<file path="src/rtl/sync_cp_strip.sv">
// Cyclic-prefix removal: drops the CP of each OFDM symbol and forwards fft_size useful
// samples per symbol with sop/eop framing, one clock of latency.
module sync_cp_strip #(
  parameter int unsigned pDAT_W    = 12,
  parameter int unsigned pSYM_Num  = 14,
  parameter int unsigned pSYM_Slot = 7
) (
  input  logic              iclk,
  input  logic              ireset,
  input  logic              iena,
  input  logic [7:0]        imode,
  input  logic              isop,
  input  logic              ival,
  input  logic [pDAT_W-1:0] idata_I,
  input  logic [pDAT_W-1:0] idata_Q,
  output logic              oreq_data,
  output logic              oval,
  output logic              osop,
  output logic              oeop,
  output logic [pDAT_W-1:0] odata_I,
  output logic [pDAT_W-1:0] odata_Q,
  output logic [3:0]        osym_idx,
  output logic              ofrm_done,
  output logic              oerr
);

  localparam logic [3:0] SymLast  = 4'(pSYM_Num - 1);
  localparam logic [3:0] SlotLast = 4'(pSYM_Slot - 1);

  typedef enum logic [1:0] {StIdle, StCp, StData, StDone} state_e;

  state_e      state_q;
  logic [10:0] n_q;
  logic [10:0] cp_cnt_q;
  logic [10:0] cp_len_q;
  logic [10:0] dat_cnt_q;
  logic [3:0]  sym_idx_q;
  logic [3:0]  slot_q;

  logic        acc;
  logic        restart;
  logic        dat_last;
  logic [10:0] n_new;
  logic [3:0]  slot_nxt;

  function automatic logic [10:0] mode_to_n(input logic [7:0] m);
    case (m)
      8'd1:    return 11'd128;
      8'd2:    return 11'd256;
      8'd3:    return 11'd512;
      default: return 11'd1024;
    endcase
  endfunction

  // Long CP = N*5/64, short CP = N*9/128, both exact for power-of-two N >= 128.
  function automatic logic [10:0] cp_of(input logic [10:0] n, input logic long_cp);
    return long_cp ? 11'((n >> 4) + (n >> 6)) : 11'((n >> 4) + (n >> 7));
  endfunction

  assign acc      = iena & ival;
  assign restart  = acc & isop;
  assign n_new    = mode_to_n(imode);
  assign dat_last = (dat_cnt_q == 11'(n_q - 11'd1));
  assign slot_nxt = (slot_q == SlotLast) ? 4'd0 : 4'(slot_q + 4'd1);

  always_ff @(posedge iclk or negedge ireset) begin
    if (!ireset) begin
      state_q   <= StIdle;
      n_q       <= 11'd1024;
      cp_cnt_q  <= '0;
      cp_len_q  <= '0;
      dat_cnt_q <= '0;
      sym_idx_q <= '0;
      slot_q    <= '0;
      oreq_data <= 1'b0;
      oval      <= 1'b0;
      osop      <= 1'b0;
      oeop      <= 1'b0;
      odata_I   <= '0;
      odata_Q   <= '0;
      osym_idx  <= '0;
      ofrm_done <= 1'b0;
      oerr      <= 1'b0;
    end else begin
      // Pulse outputs default low; with iena low nothing below sets them.
      oval      <= 1'b0;
      osop      <= 1'b0;
      oeop      <= 1'b0;
      ofrm_done <= 1'b0;
      oerr      <= 1'b0;
      if (iena) begin
        oreq_data <= (state_q == StIdle);
        if (restart) begin
          n_q       <= n_new;
          sym_idx_q <= '0;
          slot_q    <= '0;
          cp_len_q  <= cp_of(n_new, 1'b1);
          cp_cnt_q  <= 11'd1;
          state_q   <= StCp;
          oerr      <= (state_q != StIdle);
        end else begin
          case (state_q)
            StIdle: ;
            StCp: begin
              if (acc) begin
                if (11'(cp_cnt_q + 11'd1) == cp_len_q) begin
                  dat_cnt_q <= '0;
                  state_q   <= StData;
                end else begin
                  cp_cnt_q <= 11'(cp_cnt_q + 11'd1);
                end
              end
            end
            StData: begin
              if (acc) begin
                oval     <= 1'b1;
                osop     <= (dat_cnt_q == 11'd0);
                oeop     <= dat_last;
                odata_I  <= idata_I;
                odata_Q  <= idata_Q;
                osym_idx <= sym_idx_q;
                if (dat_last) begin
                  if (sym_idx_q == SymLast) begin
                    state_q <= StDone;
                  end else begin
                    sym_idx_q <= 4'(sym_idx_q + 4'd1);
                    slot_q    <= slot_nxt;
                    cp_len_q  <= cp_of(n_q, slot_nxt == 4'd0);
                    cp_cnt_q  <= '0;
                    state_q   <= StCp;
                  end
                end else begin
                  dat_cnt_q <= 11'(dat_cnt_q + 11'd1);
                end
              end
            end
            StDone: begin
              ofrm_done <= 1'b1;
              state_q   <= StIdle;
            end
            default: state_q <= StIdle;
          endcase
        end
      end
    end
  end

endmodule

</file>
<file path="config.mk">
export PLATFORM = sky130hd
export DESIGN_NAME = sync_cp_strip
export DESIGN_NICKNAME = d
export VERILOG_FILES = /design/src/rtl/sync_cp_strip.sv
export SDC_FILE = /design/constraint.sdc
export NUM_CORES = 1
export LEC_CHECK = 0
export BUFFER_PORTS_ARGS = -buffer_cell sky130_fd_sc_hd__clkbuf_2
export CORE_MARGIN = 2
export CORE_UTILIZATION = 51
export DETAILED_ROUTE_END_ITERATION = 6
export GPL_ROUTABILITY_DRIVEN = 1
export PLACE_DENSITY = 0.76
export SLEW_MARGIN = 20
export SYNTH_ARGS = -nofsm -noshare
export SYNTH_HDL_FRONTEND = slang
export SYNTH_SLANG_ARGS = --single-unit
</file>
<file path="constraint.sdc">
create_clock -name iclk -period 2.5 [get_ports iclk]
set_input_delay 0.5 -clock iclk [delete_from_list [all_inputs] [get_ports iclk]]
set_output_delay 0.5 -clock iclk [all_outputs]
set_load 0.05 [all_outputs]
</file>
==> flow_metrics.tcl, run 1 <==
set metrics [dict create \
    gp_congestion 0.870 \
    critPathRequiredTime_ns 2.72 \
    synth-seq-cells 78 \
    grt_setup_unrepaired "yes" \
    ios 71 \
    async_reset_ff_share_pct 100 \
    design.core.area_um2 8180 \
    timing.critical_path.arrival_ns 2.73 \
    syn_to_layout_area_delta_pct 22.1 \
    setup-violations-final 1 \
    nets 570 \
    grt_met1_use_pct 31.7 \
    achievable-frequency_mhz 399 \
    yosys-top-cells-area "sky130_fd_sc_hd__dfrtp_1, sky130_fd_sc_hd__mux2_2, sky130_fd_sc_hd__nand2_1" \
    final_layout_size_suffix_gt1_share_pct 34.0 \
    timing.critical_path.from "cp_cnt_q[1]$_DFFE_PN0P_" \
    fp.dieW_um 95.5 \
    dieArea_um2 9120 \
    worstMarginPinSlew_ns 0.495 \
    dr.pass1.iters 5 \
    place.port_buffers 70 \
    violations "setup timing" \
    final.period_utilization_pct 100 \
    route.vias.total 3668 \
    power-per-cell-area_nw_per_um2 569 \
    hold_path.class "input port to asynchronous set/reset pin" \
    timing.final.crit_period_ns 2.51 \
    hpwl_mm 7.10 \
    grt.total_usage_pct 24.2 \
    worstSetupStartpointType "flop" \
    globalRoute.busiestLayer "met2" \
    fin_ws_ns -0.00706 \
    antenna_cells 0 \
    syn_avg_cell_area_um2 9.95 \
    tritoncts_clock_tree "yes" \
    element_type_at_the_critical_path_end "flop" \
    viasPerCell 5.80 \
    antenna_found_initial 0 \
    overflow 0 \
    clock_tree.htree_level_count 3 \
    outcome "finished, violations left" \
    detail_route.drc_violations 0 \
    grt.met2_usage_pct 39.3 \
    global_route.usage.met3_pct 5.22 \
    postRouteAntennaNets 0 \
    netlist.top_cell.by_area "sky130_fd_sc_hd__dfrtp_1" \
    die_height_um 95.5 \
    start_util_pct 52.2 \
    clk_pin_slew_worst_paths_ns 0.09 \
    p_leak_nw 2.48 \
    post-route-util_pct 63.8 \
    cap_viol_max_count 0 \
    detail_route.iter0.violations 225 \
    grt_pass1_vias 3628 \
    numCtsBuffers 9 \
    final_layout_setup_total_negative_slack_ns -0.00706 \
    crit_path_class "flop to flop" \
    grt_start_max_net_pins 44 \
    maxSlewHeadroom_pct 67.0 \
    critPathMaxFanout 4 \
    synth-edff-count 0 \
    cts.sink_count 78 \
    hold_viol 0 \
    route.detailed.wl_per_inst_um 15.9 \
    synth.yosys.warnings 0 \
    syn_inst 429 \
    mapped_area_um2 4270 \
    final-max-slew-violation-count 0 \
    netlist-cell-type-count 60 \
    drt-total-wl_mm 10.0 \
    post_synthesis_sequential_area_ratio_pct 45.7 \
    cts_root_buffer "sky130_fd_sc_hd__clkbuf_8" \
    cts_hold_repair_buffers 0 \
    worst_r2r_startpoint "cp_cnt_q[1]$_DFFE_PN0P_" \
    dp_worst_setup_slack_ns -0.0437 \
    worst_hold_slack_ns 0.0935 \
    vdd.ir_drop.worst_mv 0.362 \
    finalNonFillerCells 632 \
    row_count 33 \
    synth_fp_nets 477 \
    number_of_cells_after_detailed_placement 615 \
    grt_pass1_wl_mm 17.1 \
    yosysTopAreaCellShare_pct 45.1 \
    skew_final_ns 0.0110 \
    ys_dominant_reg_cell "sky130_fd_sc_hd__dfrtp_1" \
    worstSkewPairLatency_ns 0.36 \
    clock_path_buffers 2 \
]
power by group:
| group | internal (mW) | switching [mW] |
|---|---|---|
| logic | 0.261 | 0.312 |
| registers | 1.33 | 0.0790 |
| clock network | 0.475 | 0.513 |
| total | 2.06 | 0.904 |
layer usage:
layer / share of wire (%) / up-vias
li1: - / 1759
met4: 1.9 / 0
met1: 43 / 1738
met5: 0 / -
met2: 48 / 153
met3: 6.6 / 18
cells in the final DEF, fill, tap and decap left out, types with 11 or more instances in the layout:
cell / Yosys / layout
sky130_fd_sc_hd__mux2_2: 32 / 32
sky130_fd_sc_hd__dfrtp_1: 77 / 77
sky130_fd_sc_hd__buf_4: 0 / 34
sky130_fd_sc_hd__o21ai_0: 26 / 24
sky130_fd_sc_hd__a21oi_1: 20 / 20
sky130_fd_sc_hd__nand2_1: 51 / 50
sky130_fd_sc_hd__nor2_1: 25 / 24
sky130_fd_sc_hd__inv_1: 11 / 11
sky130_fd_sc_hd__clkbuf_2: 0 / 69
sky130_fd_sc_hd__nand3_1: 22 / 21
cell usage after synthesis (all sizes together) (3+ instances only):
cell type,number
inv,11
dfrtp,77
nand3,23
and3,5
mux2,32
clkbuf,12
nand2,51
nand4,6
nor2,26
or3,4
ha,10
o2bb2ai,3
nand2b,4
a21oi,20
o41ai,3
and2,4
buf,11
o211ai,8
mux2i,5
a21o,4
a22o,5
nor3,5
o21ai,26
o31ai,9
a31oi,9
nor3b,4
xor2,6
xnor2,10
and4,4
o311ai,4
nor4,4
state kept, by name, summed over array words and instances (netlist names), 2 cells and up:
register / flops
odata_Q: 12
state_q: 2
osym_idx: 4
sym_idx_q: 4
cp_cnt_q: 11
cp_len_q: 8
n_q: 4
odata_I: 12
slot_q: 4
dat_cnt_q: 11
what timing repair did:
action / 4_1_cts / 5_1_grt
setup endpoints to repair: 6 / 31
resized for setup: 4 / 17
buffers inserted: 0 / 1
pin swaps: 1 / 1
stage by stage:
step                instance area, um^2  total power [mW]
global route                       5210              3.11
finish                             5210              2.97
detailed placement                 4930              1.96
CTS                                5140              2.96
global placement                   4930              1.94
floorplan                          4280              1.77
worst max-delay path, stage by stage (launching register included):
cell	delay, ns
sky130_fd_sc_hd__dfrtp_1	0.41
sky130_fd_sc_hd__ha_4	0.26
sky130_fd_sc_hd__xnor2_2	0.14
sky130_fd_sc_hd__o21a_1	0.12
sky130_fd_sc_hd__or4b_4	0.46
sky130_fd_sc_hd__nor4b_4	0.28
sky130_fd_sc_hd__nand3_2	0.18
sky130_fd_sc_hd__o311ai_1	0.37
sky130_fd_sc_hd__o21ai_0	0.14
cell type report:
class | count | area [um^2]
multi-input cells | 317 | 2250
flip-flops and latches | 78 | 1950
fillers | 653 | 2960
clock buffers | 9 | 124
inverters | 11 | 41.3
clock inverters | 7 | 80.1
repair buffers | 105 | 632
well taps | 105 | 131
path summary, 6_finish.rpt:
check / to / slack, ns / cells after the start
max reg2reg: dat_cnt_q[8]$_DFFE_PN0P_ / -0.007 / 8
min: ofrm_done$_DFF_PN0_ / 0.09 / 1
min reg2reg: cp_len_q[2]$_DFFE_PN0P_ / 0.50 / 2
min in group iclk: odata_Q[1]$_DFFE_PN0P_ / 0.36 / 2
max in group asynchronous: odata_I[2]$_DFFE_PN0P_ / 1.80 / 2
max: dat_cnt_q[8]$_DFFE_PN0P_ / -0.007 / 8
kinds of logic after synthesis:
group / after synthesis / share of synthesized area (%)
and+or+nand+nor: 150 / 17.9
AOI/OAI and AO/OA: 103 / 16.3
DFF: 78 / 45.7
muxes: 37 / 9.61
buffers and inverters: 34 / 3.55
xor gates and xnor gates: 16 / 3.46
adders and majority gates: 11 / 3.40
(Power assumes the default switching activity.)
==> run 2, diff against run 1 <==
Settings changed: PLACE_DENSITY 0.76 to not set, PLACE_DENSITY_LB_ADDON set to 0.15.
==> run 2 against run 1 <==
Against the previous run:
- the flow still finishes with violations (setup timing)
- cell area barely moved
- combinational power rose by 5.6%
- final cell count unchanged
- clock skew fell by 0.0037 ns
- critical path depth stayed put
- global-route usage fell by 0.11 points
- sequential power is essentially flat
- worst hold slack better by 0.020 ns
- wire length grew 0.88%
- via count decreased by 0.41%
- first-iteration DRC count decreased by 8.4%
- highest routed layer unchanged
==> flow_metrics.tcl, run 2 (same netlist as run 1, synthesis figures left out) <==
set metrics [dict create \
    outcome "finished, violations left" \
    violations "setup timing" \
    setup-violations-final 1 \
    detail_route.drc_violations 0 \
    hpwl_mm 7.27 \
    antenna_cells 0 \
    clock_path_buffers 2 \
    max_stage_delay_ns 0.47 \
    overflow 0 \
    critical_path.top_delay_family "simple AND/OR/NAND/NOR gates" \
    postRouteAntennaNets 0 \
    ios 71 \
    critical_path.slowest_cell "sky130_fd_sc_hd__or4b_4" \
    grt_pass1_vias 3471 \
    worstSkewPairLatency_ns 0.35 \
    antenna_found_initial 0 \
    grt.total_usage_pct 24.1 \
    crit_cells 8 \
    dpl-instance-area_um2 4900 \
    critical_path.n_buffers_inverters 0 \
    crit_path_cell_trace "ha_4 -> xnor2_2 -> o21a_1 -> or4b_4 -> nor4b_4 -> nand3_2 -> a21bo_4 -> a22o_1" \
    worstMarginPinSlew_ns 0.573 \
    achievable-frequency_mhz 399 \
    viasPerCell 5.78 \
    maxSlewHeadroom_pct 61.8 \
    final_layout_setup_total_negative_slack_ns -0.00509 \
    gp_congestion 0.925 \
    clk_pin_slew_worst_paths_ns 0.09 \
    syn_to_layout_area_delta_pct 22.2 \
    most_frequent_standard_cell_in_the_layout_excluding_fill_and_tap_cells "sky130_fd_sc_hd__dfrtp_1" \
    dieArea_um2 9120 \
    grt_setup_unrepaired "yes" \
    cts_root_buffer "sky130_fd_sc_hd__clkbuf_8" \
    drt-total-wl_mm 10.1 \
    fin_ws_ns -0.00509 \
    dr.pass1.iters 4 \
    nets 570 \
    reg2regPathDepth 8 \
    critPathRequiredTime_ns 2.74 \
    cts_hold_repair_buffers 0 \
    timing.critical_path.arrival_ns 2.75 \
    grt_pass1_wl_mm 17.0 \
    element_type_at_the_critical_path_end "flop" \
    crit_path_class "flop to flop" \
    detail_route.iter0.violations 206 \
    power-per-cell-area_nw_per_um2 596 \
    tritoncts_clock_tree "yes" \
    place.port_buffers 70 \
    vdd.ir_drop.worst_mv 0.513 \
    critPathMaxFanout 8 \
    cts.sink_count 78 \
    design.core.area_um2 8180 \
    grt_start_max_net_pins 41 \
    fp.dieW_um 95.5 \
    final_layout_size_suffix_gt1_share_pct 33.2 \
    die_height_um 95.5 \
    cap_viol_max_count 0 \
    clock_tree.htree_level_count 3 \
    skew_final_ns 0.00725 \
    final.fill_count 680 \
    hold_viol 0 \
    row_count 33 \
    dp_worst_setup_slack_ns -0.0590 \
    final.period_utilization_pct 100 \
    route.detailed.wl_per_inst_um 16.0 \
    most-common-layout-cells "sky130_fd_sc_hd__dfrtp_1, sky130_fd_sc_hd__clkbuf_2, sky130_fd_sc_hd__nand2_1" \
    p_leak_nw 2.48 \
    numCtsBuffers 9 \
    worstSetupStartpointType "flop" \
    timing.final.crit_period_ns 2.51 \
    reg_top3 "odata_I (12), odata_Q (12)" \
    final-max-slew-violation-count 0 \
    start_util_pct 52.2 \
    hold_path.class "input port to asynchronous set/reset pin" \
    route.vias.total 3653 \
    fin_area_um2 5220 \
]
==> run 2: cell count changes in the layout (fill, tap and decap cells not counted), sizes merged <==
cell and delta:
clkinv -1, bufinv +1
==> run 2: area by class of cell <==
cell class	count	area, um^2	area share, %
clock inverter	7	105	2.01
tap	105	131	2.52
multi-input combinational	317	2230	42.7
sequential	78	1950	37.4
timing repair buffer	105	632	12.1
inverter	11	41.3	0.792
clock buffer	9	124	2.37
==> run 2: timing repair <==
action                                  4_1_cts  5_1_grt
buffers inserted                              0        4
gates resized for setup                       3       14
endpoints found under the setup margin        5       27
pin swaps                                    10        7
==> run 2: where the power goes <==
part	switching (mW)	total, mW	internal [mW]
Combinational	0.324	0.605	0.281
Clock	0.517	1.09	0.578
Sequential	0.0814	1.41	1.33
==> run 2: layer usage <==
metal	vias up	track usage [%]	routed length, um
li1	1757	-	-
met1	1747	32.1	4450
met2	132	39.7	4880
met3	17	4.43	595
met4	0	7.98	191
met5	-	0	0
==> run 2: worst paths after layout <==
path / from / end / slack [ns]
worst max register to register: cp_cnt_q[0]$_DFFE_PN0P_ / dat_cnt_q[9]$_DFFE_PN0P_ / -0.005
worst min register to register: cp_len_q[0]$_DFFE_PN0P_ / cp_len_q[0]$_DFFE_PN0P_ / 0.51
worst max-delay path: cp_cnt_q[0]$_DFFE_PN0P_ / dat_cnt_q[9]$_DFFE_PN0P_ / -0.005
min in group iclk: idata_Q[11] / odata_Q[11]$_DFFE_PN0P_ / 0.37
worst min-delay path: ireset / dat_cnt_q[3]$_DFFE_PN0P_ / 0.11
max in group asynchronous: ireset / slot_q[3]$_DFFE_PN0P_ / 1.80
==> run 2: through the flow <==
step	std cells	utilization, %	hold slack (ns)	power (mW)
floorplan	429	-	0.204	1.77
global placement	612	60.0	0.482	1.94
detailed placement	612	60.0	0.495	1.97
CTS	628	63.0	0.133	3.08
global route	632	63.8	0.157	3.25
finish	632	63.8	0.114	3.11
==> run 3, diff against run 2 <==
Settings changed: BUFFER_PORTS_ARGS -buffer_cell sky130_fd_sc_hd__clkbuf_2 to -buffer_cell sky130_fd_sc_hd__buf_4.
==> run 3 against run 2 <==
Against the previous run:
- final cell count is 0.47% lower
- critical endpoint is now dat_cnt_q[8]$_DFFE_PN0P_
- global-route usage is 0.21 points higher
- non-clock buffer count is 3 lower
- clock skew is 0.0076 ns higher
- the run still ends with setup timing left
- clock power is 12% lower
- register-to-register slack worse by 0.06 ns
==> flow_metrics.tcl, run 3 (same netlist as run 1, synthesis figures left out) <==
set metrics [dict create \
    design.core.area_um2 8180 \
    final.period_utilization_pct 103 \
    final.fill_count 665 \
    cts_root_buffer "sky130_fd_sc_hd__clkbuf_8" \
    most-common-layout-cells "sky130_fd_sc_hd__buf_4, sky130_fd_sc_hd__dfrtp_1, sky130_fd_sc_hd__nand2_1" \
    place.port_buffers 70 \
    most_frequent_standard_cell_in_the_layout_excluding_fill_and_tap_cells "sky130_fd_sc_hd__buf_4" \
    skew_final_ns 0.0149 \
    p_leak_nw 2.50 \
    detail_route.iter0.violations 163 \
    critical_path.slowest_cell "sky130_fd_sc_hd__or4b_4" \
    worstSkewPairLatency_ns 0.36 \
    reg_top3 "odata_I (12), odata_Q (12)" \
    final_layout_size_suffix_gt1_share_pct 33.4 \
    dieArea_um2 9120 \
    worst_hold_slack_ns 0.0933 \
    hold_path.class "input port to asynchronous set/reset pin" \
    timing.critical_path.arrival_ns 2.77 \
    antenna_cells 0 \
    detail_route.drc_violations 0 \
    max_stage_delay_ns 0.46 \
    cts.sink_count 78 \
    clock_path_buffers 2 \
    grt_start_max_net_pins 46 \
    vdd.ir_drop.worst_mv 0.341 \
    achievable-frequency_mhz 390 \
    clk_pin_slew_worst_paths_ns 0.09 \
    die_height_um 95.5 \
    clock_tree.htree_level_count 3 \
    syn_to_layout_area_delta_pct 26.1 \
    ios 71 \
    gp_congestion 0.915 \
    element_type_at_the_critical_path_end "flop" \
    cap_viol_max_count 0 \
    postRouteAntennaNets 0 \
    fp.dieW_um 95.5 \
    worstMarginPinSlew_ns 0.587 \
    antenna_found_initial 0 \
    total_power_mw 2.95 \
    viasPerCell 5.83 \
    timing.final.crit_period_ns 2.56 \
    violations "setup timing" \
    row_count 33 \
    drt-total-wl_mm 10.1 \
    reg2regPathDepth 8 \
    crit_path_cell_trace "ha_4 -> xnor2_2 -> o21a_1 -> or4b_4 -> nor4b_4 -> nand3_2 -> o311ai_1 -> o21ai_0" \
    grt.total_usage_pct 24.3 \
    worstSetupStartpointType "flop" \
    final_layout_setup_total_negative_slack_ns -0.0795 \
    timing.rr.end "dat_cnt_q[8]$_DFFE_PN0P_" \
    power-per-cell-area_nw_per_um2 548 \
    rrSetupSlack_ns -0.06 \
    route.detailed.wl_per_inst_um 16.1 \
    start_util_pct 52.2 \
    critPathRequiredTime_ns 2.71 \
    grt_setup_unrepaired "yes" \
    grt_pass1_wl_mm 17.3 \
    tritoncts_clock_tree "yes" \
    nets 567 \
    cts_hold_repair_buffers 0 \
    ff_latch_area_um2 1950 \
    dr.pass1.iters 6 \
    maxSlewHeadroom_pct 60.9 \
    outcome "finished, violations left" \
    crit_path_class "flop to flop" \
    critPathMaxFanout 4 \
    route.vias.total 3670 \
    numCtsBuffers 9 \
    area_occupied_by_multi_input_gates_um2 2270 \
    worst_r2r_startpoint "cp_cnt_q[1]$_DFFE_PN0P_" \
    grt_pass1_vias 3734 \
    overflow 0 \
    hpwl_mm 7.22 \
    fin_ws_ns -0.0647 \
    hold_viol 0 \
    setup-violations-final 6 \
    final-max-slew-violation-count 0 \
]
[run 3: critical path: cells and delay by family (launching register included)]
kind	cells	cell delay, ns
AOI/OAI and AO/OA	3	0.68
xor gates and xnor gates	1	0.14
adders and majority gates	1	0.26
DFF	1	0.41
and+or+nand+nor	3	0.94
[run 3: worst max-delay path by stage]
stage	from	end	slack (ns)	cells past startpoint
2_1_floorplan	cp_cnt_q[0]$_DFFE_PN0P_	dat_cnt_q[2]$_DFFE_PN0P_	0.009	9
3_3_place_gp	cp_cnt_q[1]$_DFFE_PN0P_	dat_cnt_q[9]$_DFFE_PN0P_	0.002	8
3_5_place_dp	cp_cnt_q[1]$_DFFE_PN0P_	dat_cnt_q[9]$_DFFE_PN0P_	-0.06	8
4_1_cts	cp_cnt_q[1]$_DFFE_PN0P_	dat_cnt_q[8]$_DFFE_PN0P_	0.002	8
5_1_grt	cp_cnt_q[1]$_DFFE_PN0P_	dat_cnt_q[8]$_DFFE_PN0P_	-0.15	8
6_report	cp_cnt_q[1]$_DFFE_PN0P_	dat_cnt_q[8]$_DFFE_PN0P_	-0.06	8
[run 3: layout make-up]
cell class,instances,area share [%]
multi-input combinational,317,42.1
inverter,11,0.767
clock inverter,6,1.30
tap,105,2.44
timing repair buffer,102,14.7
sequential,78,36.3
clock buffer,10,2.37
[run 3: where the power goes]
part / internal (mW) / total (mW) / switching [mW]
Clock: 0.468 / 0.957 / 0.488
Combinational: 0.283 / 0.595 / 0.312
Sequential: 1.33 / 1.40 / 0.0733
[run 3: per-layer routing]
| metal | global-route usage (%) | vias to the layer above | part of all wire (%) |
|---|---|---|---|
| met5 | 0 | - | 0 |
| met4 | 6.43 | 0 | 0.83 |
| met3 | 7.04 | 8 | 6.5 |
| met2 | 39.0 | 128 | 48 |
| met1 | 32.4 | 1783 | 44 |
| li1 | - | 1751 | - |
[run 3: timing repair]
item                                    4_1_cts  5_1_grt
gates resized for setup                       4       20
endpoints found under the setup margin        7       32
buffers inserted                              0        1
cloned                                        0        1
pin swaps                                     1        2
endpoints found under the hold margin         0        0
[run 3: stage by stage]
step,setup WS [ns],utilization (%),cells,instance area [um^2]
floorplan,0.00870,-,429,4280
global placement,0.00162,62.0,611,5070
detailed placement,-0.0588,62.0,611,5070
CTS,0.00154,64.6,627,5280
global route,-0.152,65.9,629,5380
finish,-0.0647,65.9,629,5380
